[src/rtl/clk_pattern_pkg.sv]
// Shared types and limits for the programmable clock-pattern controller.
package clk_pattern_pkg;

    typedef enum logic [1:0] {
        IDLE = 2'd0,
        PREP = 2'd1,
        HIGH = 2'd2,
        LOW  = 2'd3
    } state_t;

    localparam int DUTY_MAX = 100;
    localparam int JIT_MAX  = 50;
    localparam int P_MIN    = 2;

endpackage

[src/rtl/lfsr16.sv]
// 16-bit Galois LFSR, x^16+x^14+x^13+x^11+1, stepped once per adv pulse.
module lfsr16 #(
    parameter logic [15:0] SEED = 16'hACE1
) (
    input  logic        clk,
    input  logic        rst_n,
    input  logic        adv,
    output logic [15:0] q
);
    // An all-zero state would lock the register, so substitute 1.
    localparam logic [15:0] SEED_NZ = (SEED == 16'h0000) ? 16'h0001 : SEED;

    always_ff @(posedge clk or negedge rst_n) begin
        if (!rst_n)
            q <= SEED_NZ;
        else if (adv)
            q <= {1'b0, q[15:1]} ^ (q[0] ? 16'hB400 : 16'h0000);
    end

endmodule

[src/rtl/clk_pattern_ctrl.sv]
// Clock-pattern controller: jittered period, programmable duty, config via
// a one-deep shadow register that is applied only on period boundaries.
module clk_pattern_ctrl
    import clk_pattern_pkg::*;
#(
    parameter int          CNT_W     = 16,
    parameter logic [15:0] LFSR_SEED = 16'hACE1
) (
    input  logic             clk,
    input  logic             rst_n,
    input  logic             enable,
    input  logic             cfg_valid,
    output logic             cfg_ready,
    input  logic [CNT_W-1:0] cfg_period,
    input  logic [6:0]       cfg_duty,
    input  logic [5:0]       cfg_jitter,
    output logic             cfg_err,
    output logic             out_clk,
    output logic             out_rise,
    output logic [CNT_W:0]   cur_period,
    output logic             busy
);
    localparam int PW = CNT_W + 1;

    state_t state, state_nxt;

    logic             shd_full;
    logic [CNT_W-1:0] shd_period, act_period, sel_period, cl_period;
    logic [6:0]       shd_duty, act_duty, sel_duty, cl_duty;
    logic [5:0]       shd_jit, act_jit, sel_jit, cl_jit;
    logic             xfer, clamp_any;

    logic [15:0]      lfsr_q;
    logic             s1_go, s2_vld, period_start;
    logic [CNT_W+5:0] jit_prod;
    logic [CNT_W-1:0] j_val, j_q;
    logic [PW-1:0]    span, r_val, r_q;
    logic [CNT_W+16:0] r_prod;
    logic [CNT_W+1:0] p_sum;
    logic [PW-1:0]    p_calc, h_raw, h_calc, l_calc;
    logic [PW+6:0]    h_prod;
    logic [PW-1:0]    nxt_p, nxt_h, nxt_l, st_p, st_h, st_l;
    logic [PW-1:0]    cur_h, cur_l, cnt;

    assign cfg_ready = !shd_full;
    assign busy      = (state != IDLE);
    assign xfer      = cfg_valid && !shd_full;

    assign cl_period = (cfg_period < CNT_W'(P_MIN))  ? CNT_W'(P_MIN)  : cfg_period;
    assign cl_duty   = (cfg_duty   > 7'(DUTY_MAX))   ? 7'(DUTY_MAX)   : cfg_duty;
    assign cl_jit    = (cfg_jitter > 6'(JIT_MAX))    ? 6'(JIT_MAX)    : cfg_jitter;
    assign clamp_any = (cfg_period < CNT_W'(P_MIN)) || (cfg_duty > 7'(DUTY_MAX)) ||
                       (cfg_jitter > 6'(JIT_MAX));

    // S1 sees a pending shadow directly so it takes effect in this calculation.
    assign sel_period = shd_full ? shd_period : act_period;
    assign sel_duty   = shd_full ? shd_duty   : act_duty;
    assign sel_jit    = shd_full ? shd_jit    : act_jit;

    assign s1_go = ((state == PREP) && !s2_vld) || ((state == HIGH) && (cnt == '0));

    lfsr16 #(.SEED(LFSR_SEED)) u_lfsr (
        .clk   (clk),
        .rst_n (rst_n),
        .adv   (s1_go),
        .q     (lfsr_q)
    );

    // Stage 1: jitter span and random offset r in 0..2J.
    assign jit_prod = (CNT_W+6)'(sel_period) * (CNT_W+6)'(sel_jit);
    assign j_val    = CNT_W'(jit_prod / (CNT_W+6)'(100));
    assign span     = {j_val, 1'b1};
    assign r_prod   = (CNT_W+17)'(lfsr_q) * (CNT_W+17)'(span);
    assign r_val    = PW'(r_prod >> 16);

    // Stage 2: period length and high/low split.
    assign p_sum  = (CNT_W+2)'(act_period) + (CNT_W+2)'(r_q) - (CNT_W+2)'(j_q);
    assign p_calc = (p_sum < (CNT_W+2)'(P_MIN)) ? PW'(P_MIN) : PW'(p_sum);
    assign h_prod = (PW+7)'(p_calc) * (PW+7)'(act_duty);
    assign h_raw  = PW'(h_prod / (PW+7)'(100));

    always_comb begin
        h_calc = h_raw;
        if (h_raw == '0)
            h_calc = PW'(1);
        else if (h_raw >= p_calc)
            h_calc = p_calc - PW'(1);
    end

    assign l_calc = p_calc - h_calc;

    // A 2-cycle period ends in the same cycle S2 completes, so forward it.
    assign st_p = s2_vld ? p_calc : nxt_p;
    assign st_h = s2_vld ? h_calc : nxt_h;
    assign st_l = s2_vld ? l_calc : nxt_l;

    always_ff @(posedge clk or negedge rst_n) begin
        if (!rst_n) begin
            shd_full   <= 1'b0;
            shd_period <= '0;
            shd_duty   <= '0;
            shd_jit    <= '0;
            act_period <= CNT_W'(P_MIN);
            act_duty   <= 7'd50;
            act_jit    <= '0;
            cfg_err    <= 1'b0;
        end else begin
            cfg_err <= xfer && clamp_any;
            if (s1_go) begin
                act_period <= sel_period;
                act_duty   <= sel_duty;
                act_jit    <= sel_jit;
                shd_full   <= 1'b0;
            end
            if (xfer) begin
                shd_period <= cl_period;
                shd_duty   <= cl_duty;
                shd_jit    <= cl_jit;
                shd_full   <= 1'b1;
            end
        end
    end

    always_ff @(posedge clk or negedge rst_n) begin
        if (!rst_n) begin
            j_q    <= '0;
            r_q    <= '0;
            s2_vld <= 1'b0;
            nxt_p  <= PW'(P_MIN);
            nxt_h  <= PW'(1);
            nxt_l  <= PW'(1);
        end else begin
            s2_vld <= s1_go;
            if (s1_go) begin
                j_q <= j_val;
                r_q <= r_val;
            end
            if (s2_vld) begin
                nxt_p <= p_calc;
                nxt_h <= h_calc;
                nxt_l <= l_calc;
            end
        end
    end

    always_comb begin
        state_nxt    = state;
        period_start = 1'b0;
        case (state)
            IDLE: if (enable) state_nxt = PREP;
            PREP: if (s2_vld) begin
                state_nxt    = HIGH;
                period_start = 1'b1;
            end
            HIGH: if (cnt == cur_h - PW'(1)) state_nxt = LOW;
            LOW: if (cnt == cur_l - PW'(1)) begin
                if (enable) begin
                    state_nxt    = HIGH;
                    period_start = 1'b1;
                end else begin
                    state_nxt = IDLE;
                end
            end
            default: state_nxt = IDLE;
        endcase
    end

    always_ff @(posedge clk or negedge rst_n) begin
        if (!rst_n) begin
            state      <= IDLE;
            cnt        <= '0;
            cur_h      <= PW'(1);
            cur_l      <= PW'(1);
            cur_period <= '0;
            out_clk    <= 1'b0;
            out_rise   <= 1'b0;
        end else begin
            state    <= state_nxt;
            out_clk  <= (state_nxt == HIGH);
            out_rise <= period_start;
            if ((state_nxt != state) || (state == IDLE))
                cnt <= '0;
            else
                cnt <= cnt + PW'(1);
            if (period_start) begin
                cur_period <= st_p;
                cur_h      <= st_h;
                cur_l      <= st_l;
            end
        end
    end

endmodule

[config.mk]
export PLATFORM = sky130hd
export DESIGN_NAME = clk_pattern_ctrl
export DESIGN_NICKNAME = d
export VERILOG_FILES = /design/src/rtl/clk_pattern_pkg.sv /design/src/rtl/lfsr16.sv /design/src/rtl/clk_pattern_ctrl.sv
export SDC_FILE = /design/constraint.sdc
export NUM_CORES = 2
export LEC_CHECK = 0
export ABC_CLOCK_PERIOD_IN_PS = 39500
export BUFFER_PORTS_ARGS = -buffer_cell sky130_fd_sc_hd__buf_2
export CAP_MARGIN = 15
export CORE_MARGIN = 1.5
export CORE_UTILIZATION = 55
export DETAILED_ROUTE_END_ITERATION = 8
export HOLD_SLACK_MARGIN = 0.12
export PLACE_DENSITY = 0.81
export SLEW_MARGIN = 20
export SYNTH_ARGS = -nofsm -noshare
export SYNTH_HDL_FRONTEND = slang
export SYNTH_HIERARCHICAL = 1
export SYNTH_SLANG_ARGS = --single-unit
[constraint.sdc]
create_clock -name clk -period 39.5 [get_ports clk]
set_clock_uncertainty 0.1 [all_clocks]
set_input_delay 11.85 -clock clk [delete_from_list [all_inputs] [get_ports clk]]
set_output_delay 11.85 -clock clk [all_outputs]
set_load 0.01 [all_outputs]
# Word level (Yosys, flattened, before mapping)
# Index checks and enable logic that the tools add are counted.
dict set report word_totals {
  reg_bits 233
  inputBits 33
  out_inout_bits 22
}
dict set report classes {
  n_lt_le_gt_ge 5
  addsub 7
  n_reduce_logical 16
  mul 3
  n_mux 25
  div 2
  n_bitwise 1
  n_eq_ne 7
}
# cell n
set op_table {}
lappend op_table {{two-way mux 17 bit} 7}
lappend op_table {{subtractor 17 x 1 -> 17 bit, second input constant} 3}
lappend op_table {{two-way mux 16 bit} 3}
lappend op_table {{== test 17 bit} 2}
lappend op_table {{zero test 17 bit} 2}
lappend op_table {{multiplier 16 x 17 -> 33 bit} 1}
lappend op_table {{divider 24 x 7 -> 24 bit, second input constant} 1}
lappend op_table {{multiplier 17 x 7 -> 24 bit} 1}
lappend op_table {{divider 22 x 7 -> 22 bit, second input constant} 1}
lappend op_table {{multiplier 16 x 6 -> 22 bit} 1}
lappend op_table {{adder 16 x 17 -> 18 bit} 1}
lappend op_table {{< comparator 18 x 2 -> 1 bit, second input constant} 1}
lappend op_table {{subtractor 18 x 16 -> 18 bit} 1}
lappend op_table {{adder 17 x 1 -> 17 bit, second input constant} 1}
lappend op_table {{greater-or-equal comparator 17 bit} 1}
lappend op_table {{subtractor 17 bit} 1}
lappend op_table {{< comparator 16 x 2 -> 1 bit, second input constant} 1}
lappend op_table {{XOR 15 x 16 -> 16 bit} 1}
lappend op_table {{two-way mux 6 bit} 2}
lappend op_table {{two-way mux 2 bit} 5}
lappend op_table {{one-hot mux 2 bit (4 select lines)} 1}
lappend op_table {{greater-than comparator 7 bit, second input constant} 1}
lappend op_table {{two-way mux 7 bit} 1}
lappend op_table {{== test 2 bit, second input constant} 3}
lappend op_table {{11 further kinds} 23}

# Longest topological paths before layout
dict set report logic_depth {
  word_depth 11
  depth_mapped 136
  depth_no_buf 130
}

# Modules after synthesis
# The synthesis kept the hierarchy.
# module instances area_per_inst_um2 cells_each seq_area_each_um2
set modules_own_cells {}
lappend modules_own_cells {clk_pattern_ctrl 1 34066.4 4065 5441.5}
lappend modules_own_cells {lfsr16 1 655.6 40 410.4}

# Worst setup path after synthesis
# Ideal clock, no wire load.
dict set report synth_timing {
  path_type {register -> register}
  start {register act_period[1]}
  end {register cur_l[16]}
  synth_period_minus_slack_ps 24589
  path_stages_with_launch 131
  slack_ps 14911
  t_arrival_ps 24364
  t_required_ps 39275
  path_cell_list {dfstp_2 > inv_1 > fa_1 > inv_1 > ha_1 > a21o_1 > a21oi_1 > o21bai_1 > a21oi_1 > o21bai_1 > a21oi_1 > o21bai_1 > a21oi_1 > o21bai_1 > a21oi_1 > o21bai_1 > a21oi_1 > o21bai_1 > (+95 left out) > a21o_1 > a21o_1 > a21o_1 > a21oi_1 > o21bai_1 > a21oi_1 > o21bai_1 > a21oi_1 > o21bai_1 > a21oi_1 > o21bai_1 > a21oi_1 > o21bai_1 > a21oi_1 > xnor2_1 > xnor2_1 > mux2_2 > mux2_2}
}
dict set report synth_via {
  elab_chain_cells 11
  elab_cells_between_ends 13
  classes_between {add/sub (4); mul (1); div (1); order compare (2); mux (4); reduce/logical (1)}
}
# item line_no
set synth_rtl {}
lappend synth_rtl {{start, declared} clk_pattern_ctrl.sv:28} ;# logic [CNT_W-1:0] shd_period, act_period, sel_period, cl_period;
lappend synth_rtl {{start signal, assigned} clk_pattern_ctrl.sv:103} ;# act_period <= CNT_W'(P_MIN);
lappend synth_rtl {{start signal, assigned} clk_pattern_ctrl.sv:110} ;# act_period <= sel_period;
lappend synth_rtl {{adder 16 x 17 -> 18 bit (*)} clk_pattern_ctrl.sv:77} ;# assign p_sum = (CNT_W+2)'(act_period) + (CNT_W+2)'(r_q) - (CNT_W+2)'(j_q);
lappend synth_rtl {{subtractor 18 x 16 -> 18 bit (*)} clk_pattern_ctrl.sv:77}
lappend synth_rtl {{< comparator 18 x 2 -> 1 bit} clk_pattern_ctrl.sv:78} ;# assign p_calc = (p_sum < (CNT_W+2)'(P_MIN)) ? PW'(P_MIN) : PW'(p_sum);
lappend synth_rtl {{two-way mux 17 bit (*)} clk_pattern_ctrl.sv:78}
lappend synth_rtl {{multiplier 17 x 7 -> 24 bit} clk_pattern_ctrl.sv:79} ;# assign h_prod = (PW+7)'(p_calc) * (PW+7)'(act_duty);
lappend synth_rtl {{divider 24 x 7 -> 24 bit} clk_pattern_ctrl.sv:80} ;# assign h_raw = PW'(h_prod / (PW+7)'(100));
lappend synth_rtl {{greater-or-equal comparator 17 bit} clk_pattern_ctrl.sv:86} ;# else if (h_raw >= p_calc)
lappend synth_rtl {{two-way mux 17 bit} clk_pattern_ctrl.sv:86}
lappend synth_rtl {{two-way mux 17 bit} clk_pattern_ctrl.sv:84} ;# if (h_raw == '0)
lappend synth_rtl {{subtractor 17 bit (*)} clk_pattern_ctrl.sv:90} ;# assign l_calc = p_calc - h_calc;
lappend synth_rtl {{two-way mux 17 bit (*)} clk_pattern_ctrl.sv:95} ;# assign st_l = s2_vld ? l_calc : nxt_l;
lappend synth_rtl {{named net st_l[16]} clk_pattern_ctrl.sv:42} ;# logic [PW-1:0] nxt_p, nxt_h, nxt_l, st_p, st_h, st_l;
lappend synth_rtl {{end signal, assigned} clk_pattern_ctrl.sv:188} ;# cur_l <= st_l;
lappend synth_rtl {{end, declared} clk_pattern_ctrl.sv:43} ;# logic [PW-1:0] cur_h, cur_l, cnt;
# The timed path passes the listed nets; every way through them passes the cells marked *.
# A chain may end at the register's enable or synchronous reset.

# Worst setup path after layout
# Ends and elaborated chain as after synthesis.

==> results.py <==
metrics = {
    "route": {
        "wl_mm": 88.87,
        "ant_nets": 0,
        "dr.first_iter.drc_count": 2779,
        "drc": 0,
        "firstDrtPassIters": 8,
        "num_vias": 29640,
        "via_per_inst": 6.027,
        "wire_per_inst_um": 18.07,
    },
    "sta": {
        "rsz0062_at_grt": "no",
        "slew_headroom_pct": 20.76,
        "fin_setup_tns_ps": 0,
        "fmax_mhz": 35.08,
        "worstMarginPinSlew_ps": 1185,
        "hold_viol_final": 0,
        "drv_slew": 0,
        "fin_ws_ps": 11000,
        "post-route-period-util_pct": 72.16,
        "post-route-min-period_ps": 28500,
        "setup-violations-final": 0,
    },
    "layout": {
        "fin_util_pct": 58.93,
        "layout_commonest_cell": "nand2_1",
        "fillers": 5338,
        "antenna_cells": 0,
        "final_cell_mix": "nand2_1, inv_1, fa_1",
        "final_cells": 4918,
        "nets": 4680,
        "layout-drive-gt1-share_pct": 9.900,
        "area_delta_synth_final_pct": 5.322,
    },
    "floorplan": {
        "start_util_pct": 55.96,
        "dieArea_sq_um": 64650,
        "num_rows": 91,
        "core_area_sq_um": 62050,
        "die_h_um": 254.3,
        "die_x_um": 254.3,
        "ioPinCount": 55,
    },
    "place": {
        "io_buffers": 54,
        "placed_cells": 4871,
        "gp_congestion": 0.9613,
        "dp.final_hpwl_mm": 68.36,
        "dp_slack_ps": 11420,
    },
    "synth": {
        "syn_avg_cell_area_sq_um": 8.458,
        "async_flop_share_pct": 100.0,
        "seq_area_frac_synth_pct": 16.85,
        "yosys_warnings": 6,
        "synth_cells": 4105,
        "synth.distinct_cells": 126,
        "synth-edff-count": 0,
        "syn_nets": 4723,
        "synth_ff_type": "dfrtp_1",
        "ys_seq_elements": 233,
        "netlist_area_sq_um": 34720,
    },
    "worst_setup_path": {
        "crit_path_max_fanout": 18,
        "critPathMostFrequentCell": "a21oi_1",
        "start_kind": "flip-flop",
        "rrSetupSlack_ps": 11000,
        "path_class": "reg2reg",
        "cp.arrival_ps": 28860,
        "required_ps": 39860,
        "setup.worst_path.end_class": "flip-flop",
        "worst_path_max_delay_cell": "a221oi_4",
        "cpPeakStageDelay_ps": 790,
    },
    "clock_tree": {
        "cts.path.max_buffers": 3,
        "cts.sinks": 233,
        "clk_root_buffer_cell": "clkbuf_16",
        "clock_latency_ps": 580,
        "clkSlewWorstSetupHoldPaths_ps": 70,
        "cts_tree": "built",
        "cts_resized": 0,
        "post_cts_buffers": 0,
        "htreeDepth": 1,
        "cts_made_buffers": 26,
        "cts_hold_buf": 0,
    },
    "global_routing": {
        "grt_max_degree": 102,
        "grt_pass1_wl_mm": 149.5,
        "first_global_vias": 29430,
        "antenna_found_initial": 0,
        "overflow": 0,
        "track_usage_pct": 28.20,
    },
    "job": {
        "maxCapViolations": 0,
    },
    "run_status": {
        "status": "finished clean",
    },
    "min_path": {
        "hold_class": "reg2reg",
    },
}
## final cells by class
cell class	instances	area [sq um]	share of cell area, %
clock buffers	34	720.7	1.971
multi-input cells	3191	26230	71.72
inverters	510	1917	5.242
flip-flops and latches	233	5853	16.01
repair buffers	100	625.6	1.711
clock inverters	13	180.2	0.4927
well taps	837	1047	2.864
## worst max-delay path, delay by kind of cell, from the launching register on
kind                       cells  cell delay (ps)
AOI/OAI and AO/OA             61            13160
xor gates and xnor gates       9             1940
adders and majority gates     11             4640
buffers and inverters          8              880
DFF                            1              540
muxes                          6             1720
and+or+nand+nor               29             5360
## sequential cells by signal, indices dropped and copies added (netlist names), 16 cells and up
signal,flops
nxt_h,17
shd_period,16
nxt_p,17
cnt,17
act_period,16
cur_period,17
nxt_l,17
j_q,16
r_q,17
cur_h,17
cur_l,17
u_lfsr/q,16
## synth_stat cells, types with 34 or more instances
cell      count  area, sq um
nand2_1     640         2402
mux2i_1      34        340.3
nor3_1       64        320.3
clkbuf_1    122        457.9
xor2_1       66        578.1
a21oi_1     181        905.9
mux2_2      126         1419
inv_1       506         1899
and2_1      177         1107
xnor2_1     137         1200
a31oi_1      42        262.8
nor2_1      217        814.5
nand3_1      81        405.4
o21ai_0     112        560.5
a21o_1       45        337.8
a211oi_1     38        285.3
dfrtp_1     216         5405
o21ai_1      37        185.2
fa_1        355         7107
ha_1        230         2878
## per-stage QoR
| stage | instance area (sq um) | hold slack, ps |
|---|---|---|
| 3_5_place_dp | 35660 | 360.0 |
| 3_3_place_gp | 35660 | 355.2 |
| 4_1_cts | 36560 | 376.3 |
| 6_report | 36570 | 372.3 |
| 5_1_grt | 36570 | 391.5 |
| 2_1_floorplan | 34720 | 334.8 |
## kinds of logic after synthesis
kind of cell             after synthesis  share of synthesized area [%]
AND/OR/NAND/NOR                     1416                          19.15
flip-flops                           233                          16.85
multiplexers                         167                          5.412
adder cells (fa/ha/maj)              593                          29.00
XOR/XNOR                             208                          5.355
AO/OA/AOI/OAI                        807                          16.49
buffers and inverters                681                          7.740
## final timing paths
kind                                           startpoint                 endpoint  cells after the start
worst max-delay path            act_period[1]$_DFFE_PN1P_    cur_l[16]$_DFFE_PN0P_                    124
worst min-delay path              shd_duty[0]$_DFFE_PN0P_  shd_duty[0]$_DFFE_PN0P_                      2
worst max register to register  act_period[1]$_DFFE_PN1P_    cur_l[16]$_DFFE_PN0P_                    124
worst min register to register    shd_duty[0]$_DFFE_PN0P_  shd_duty[0]$_DFFE_PN0P_                      2
max in group asynchronous                           rst_n   act_jit[3]$_DFFE_PN0P_                      3
min in group asynchronous                           rst_n        cnt[14]$_DFF_PN0_                      1
## metal layers
metal  up-vias  share of wire (%)  GRT usage, %
li1      13760                  -             -
met1     14600                 43         38.89
met2      1088                 46         45.80
met3       199                6.8         3.062
met4         0                3.9         10.53
met5         -                  0             0
Power is left out: the tool's default activity adds up to more than one toggle a clock period on the data nets, which glitch-free logic cannot reach.
